## config.mk

```make
export PLATFORM = sky130hd
export DESIGN_NAME = fifo_stream_reader
export DESIGN_NICKNAME = d
export VERILOG_FILES = /design/src/rtl/fifo_stream_reader.sv
export SDC_FILE = /design/constraint.sdc
export NUM_CORES = 1
export LEC_CHECK = 0
export BUFFER_PORTS_ARGS = -buffer_cell sky130_fd_sc_hd__buf_2
export CAP_MARGIN = 10
export CORE_MARGIN = 4
export CORE_UTILIZATION = 46
export CTS_CLUSTER_DIAMETER = 40
export CTS_CLUSTER_SIZE = 12
export DETAILED_ROUTE_END_ITERATION = 7
export MAX_ROUTING_LAYER = met4
export PLACE_DENSITY = 0.65
export SLEW_MARGIN = 20
export SYNTH_ARGS = -nofsm -noshare
export SYNTH_HDL_FRONTEND = slang
export SYNTH_SLANG_ARGS = --single-unit
```

## constraint.sdc

```tcl
create_clock -name clk -period 5.05 [get_ports clk]
set_clock_uncertainty 0.15 [all_clocks]
set_input_delay 0.505 -clock clk [delete_from_list [all_inputs] [get_ports clk]]
set_output_delay 0.505 -clock clk [all_outputs]
set_load 0.005 [all_outputs]
```

## src/rtl/fifo_stream_reader.sv

```systemverilog
// Purpose : drains a fixed-latency FIFO read port into a ready/valid stream via a local skid buffer.
// Latency : first word on m_valid LATENCY+1 cycles after the first request; one word/cycle sustained.
// Backpressure: requests are throttled so in-flight + buffered words never exceed DEPTH = LATENCY+1.
//
// Ports:
//   clk, rst                  clock, synchronous active-high reset
//   fifo_empty                FIFO empty flag; no request is issued while high
//   fifo_request_output       FIFO read request (combinational, forced low during rst)
//   fifo_data_out/_output_valid  FIFO read data, returned LATENCY cycles after a request
//   m_data, m_valid, m_ready  output stream (data/valid held stable while stalled)
//   m_last                    last beat of a PACKET_LEN-word packet (FIFO_STREAM_READER_LAST_EN only)
//   error                     sticky: unexpected read-valid or buffer overflow, cleared by rst
//
// Optional feature macro: FIFO_STREAM_READER_LAST_EN adds the m_last port and its beat counter.
module fifo_stream_reader #(
  parameter int WIDTH      = 8,
  parameter int LATENCY    = 3,
  parameter int PACKET_LEN = 16
) (
  input  logic             clk,
  input  logic             rst,
  input  logic             fifo_empty,
  output logic             fifo_request_output,
  input  logic [WIDTH-1:0] fifo_data_out,
  input  logic             fifo_output_valid,
  output logic [WIDTH-1:0] m_data,
  output logic             m_valid,
  input  logic             m_ready,
`ifdef FIFO_STREAM_READER_LAST_EN
  output logic             m_last,
`endif
  output logic             error
);

  localparam int DEPTH = LATENCY + 1;
  localparam int CW    = $clog2(DEPTH + 1);
  localparam int PW    = (DEPTH > 1) ? $clog2(DEPTH) : 1;

  localparam logic [CW:0]   DEPTH_W = (CW+1)'(DEPTH);
  localparam logic [CW-1:0] DEPTH_C = CW'(DEPTH);
  localparam logic [PW-1:0] PTR_MAX = PW'(DEPTH - 1);

  logic [CW-1:0]    in_flight;
  logic [CW-1:0]    count;
  logic [PW-1:0]    head;
  logic [PW-1:0]    tail;
  logic [WIDTH-1:0] mem [DEPTH];

  logic        pop;
  logic        stale;
  logic        overflow;
  logic        accept;
  logic        capture;
  logic [CW:0] outstanding;

  assign pop = m_valid & m_ready;

  // Evaluated one bit wider than the counters so the subtraction of pop
  // cannot wrap; pop frees a slot in the same cycle, which keeps the
  // pipeline full when the consumer resumes.
  assign outstanding = {1'b0, in_flight} + {1'b0, count} - {{CW{1'b0}}, pop};

  assign fifo_request_output = ~rst & ~fifo_empty & (outstanding < DEPTH_W);

  // A returning word with nothing in flight is a stale pulse (e.g. from
  // before reset) and is dropped. A word that finds the buffer full with no
  // pop is dropped too; both flag error.
  assign stale    = fifo_output_valid & (in_flight == '0);
  assign accept   = fifo_output_valid & ~stale;
  assign overflow = accept & (count == DEPTH_C) & ~pop;
  assign capture  = accept & ~overflow;

  function automatic logic [PW-1:0] ptr_inc(input logic [PW-1:0] p);
    return (p == PTR_MAX) ? '0 : p + 1'b1;
  endfunction

  always_ff @(posedge clk) begin
    if (rst) begin
      in_flight <= '0;
      count     <= '0;
      head      <= '0;
      tail      <= '0;
      error     <= 1'b0;
    end else begin
      in_flight <= in_flight + CW'(fifo_request_output) - CW'(accept);
      if (capture) tail <= ptr_inc(tail);
      if (pop)     head <= ptr_inc(head);
      case ({capture, pop})
        2'b10:   count <= count + 1'b1;
        2'b01:   count <= count - 1'b1;
        default: count <= count;
      endcase
      if (stale | overflow) error <= 1'b1;
    end
  end

  // Storage carries no reset; only the pointers and count define validity.
  always_ff @(posedge clk) begin
    if (capture) mem[tail] <= fifo_data_out;
  end

  assign m_valid = (count != '0);
  assign m_data  = mem[head];

`ifdef FIFO_STREAM_READER_LAST_EN
  localparam int BW = (PACKET_LEN > 1) ? $clog2(PACKET_LEN) : 1;
  localparam logic [BW-1:0] BEAT_MAX = BW'(PACKET_LEN - 1);

  logic [BW-1:0] beat;

  always_ff @(posedge clk) begin
    if (rst) begin
      beat <= '0;
    end else if (pop) begin
      beat <= (beat == BEAT_MAX) ? '0 : beat + 1'b1;
    end
  end

  assign m_last = m_valid & (beat == BEAT_MAX);
`endif

endmodule

```

==> results.cfg <==
[clock_network]
root_buffer = clkbuf_8
post-cts-setup-buffers = 0
insertion_delay_ps = 290
htreeDepth = 2
numClockSinks = 45
clock_path_buffers = 2
hold_buffers = 0
cts_tree = yes
cts-resized-gates = 0
cts_made_buffers = 5
clkTransAtPathRegs_ps = 80

[sta]
worst_slack_ps = 1670
setup_viol = 0
final.setup.tns_ps = 0
slew_headroom_pct = 61.9
maxSlewViolCount = 0
timing.hold.ws_ps = 272
min_period_ps = 3380
hold_viol = 0
worst-slew-pin-transition_ps = 571
fin_crit_sh_pct = 66.9
rsz0062_at_grt = false
clock.fmax_mhz = 296

[cells_and_area]
area_growth_pct = 12.7
fin_nets = 194
fin_area_sq_um = 2270
multiInputGateArea_sq_um = 712
drive_gt1_share_pct = 28.0
fin_util_pct = 55.1
final_cell_mix = edfxtp_1, buf_2, inv_1
instances_no_fill = 218
final_common_cell = edfxtp_1
ff_latch_area_sq_um = 1220
diodes = 0
fill_cells = 349

[synthesis]
ys_warn_count = 0
synth_cells = 140
synth-seq-cells = 45
netlist_area_sq_um = 2010
synth_cell_types = 32
ys_seq_area_share_pct = 60.7
avgSynthCellArea_sq_um = 14.4
netlist_top_cells_area = edfxtp_1, dfxtp_1, mux4_2
synth_top_cell_by_area = edfxtp_1
syn_nets = 167
synth_top_area_share_pct = 47.7
synth_edf_count = 32
synthArstFlopShare_pct = 0
ys.flop_type = edfxtp_1

[critical_path]
timing.rr.start = count[0]
timing.rr.end = in_flight[2]
critPathLaunch = count[0]
critPathCapture = in_flight[2]
critPathCaptureType = flip-flop
reg2reg_depth = 15
cp-start-kind = flip-flop
worstSetupPathType = reg2reg
path_max_fanout = 5
path_cells = o31ai_4, inv_2, ha_1, inv_1, ha_1, and3b_1, nor4b_1, o21ai_1, a211oi_1, ha_1, inv_1, fa_1, xnor2_1, xnor2_1, nor2_1
worstPathRequired_ps = 5080
crit_top_cell = ha_1
cpPeakStageDelay_ps = 370
slowest_stage = dfxtp_1
cp.depth = 15
rrSetupSlack_ps = 1670
critPathArrivalTime_ps = 3410
crit_buf_inv = 3
cpLargestDelayFamily = adder cells

[floorplan]
initial_utilization_pct = 48.9
die_w_um = 74.2
rows = 23
fp.dieH_um = 74.2
design.core.area_sq_um = 4120
io_pins = 24
die_area_sq_um = 5500

[drt]
firstDrtPassIters = 4
drtIter0Drc = 49
via_per_inst = 5.20
routed_wirelength_um = 3190
wl_per_cell_um = 14.6
top_layer = met4
drcViolationCount = 0
drt-met1-wl_um = 1290
final_antenna_net_count = 0
dr_wl_met3_um = 157
vias = 1133
wl_met2_um = 1680

[worst_hold_path]
hold_class = in2reg

[place]
io_buffers = 23
gp_congestion = 0.779
place_hpwl_um = 2460
place_ws_ps = 1670
dp.cells = 210
post_dp_cell_area_sq_um = 2180

[pwr]
peakVddDrop_mv = 0.214
leakagePower_nw = 0.838
total_power_mw = 1.17
pwr_density_cell_nw_per_um2 = 515

[global_route]
antenna_found_initial = 0
grt_max_degree = 16
grtUsageTotal_pct = 13.6
grt_overflow = 0
grt_pass1_vias = 1195
grt_first_pass_wirelength_um = 5280

[run_status]
outcome = finished, final reports clean

[run]
maxCapViolations = 0
logic make-up (layout without fill, tap and decap cells):
| family | count (synthesis) | in the layout | share of synthesized area (%) |
|---|---|---|---|
| xor gates and xnor gates | 2 | 2 | 0.870 |
| muxes | 8 | 8 | 8.95 |
| AOI/OAI and AO/OA | 19 | 19 | 7.02 |
| buffers and inverters | 21 | 49 | 3.98 |
| adders and majority gates | 14 | 14 | 9.45 |
| DFF | 45 | 45 | 60.7 |
| and+or+nand+nor | 31 | 31 | 9.07 |
registers in the layout, indices dropped and copies added (netlist names), named ones only:
signal,cells
tail,2
head,2
count,3
error,1
mem,32
in_flight,3
layer usage:
| metal | GRT usage [%] | up-vias |
|---|---|---|
| met5 | - | - |
| met4 | 5.43 | 0 |
| met1 | 14.4 | 541 |
| met2 | 23.1 | 23 |
| li1 | - | 561 |
| met3 | 4.59 | 8 |
how the worst min path moves through the flow:
stage / start / endpoint / depth (start not counted)
floorplan: error / error / 2
global placement: error / error / 2
detailed placement: error / error / 2
CTS: fifo_data_out[0] / mem[0][0] / 1
global route: fifo_data_out[6] / mem[2][6] / 1
finish: fifo_data_out[3] / mem[2][3] / 1
cells in the mapped netlist (all sizes together), types with 2 or more instances:
| library cell | count |
|---|---|
| dfxtp | 13 |
| nor2 | 7 |
| fa | 2 |
| a21oi | 7 |
| or3 | 2 |
| nor4b | 2 |
| nor3 | 7 |
| buf | 2 |
| inv | 18 |
| and2 | 4 |
| ha | 12 |
| nand2 | 5 |
| mux4 | 8 |
| edfxtp | 32 |
| o21a | 3 |
| o31ai | 2 |
| o21ai | 5 |
| xnor2 | 2 |
cell type report:
cell class / instances / area share (%)
clock inverters: 3 / 0.938
repair buffers: 23 / 5.07
clock buffers: 5 / 3.03
inverters: 18 / 2.98
multi-input cells: 74 / 31.4
flip-flops and latches: 45 / 53.8
well taps: 50 / 2.76
where the power goes:
part	total [mW]	switching, mW	leakage, nW	internal [mW]
combinational	0.426	0.211	0.397	0.215
sequential	0.524	0.0652	0.397	0.459
clock	0.218	0.120	0.0445	0.0981
No activity file was read; power rests on OpenSTA's default activity.
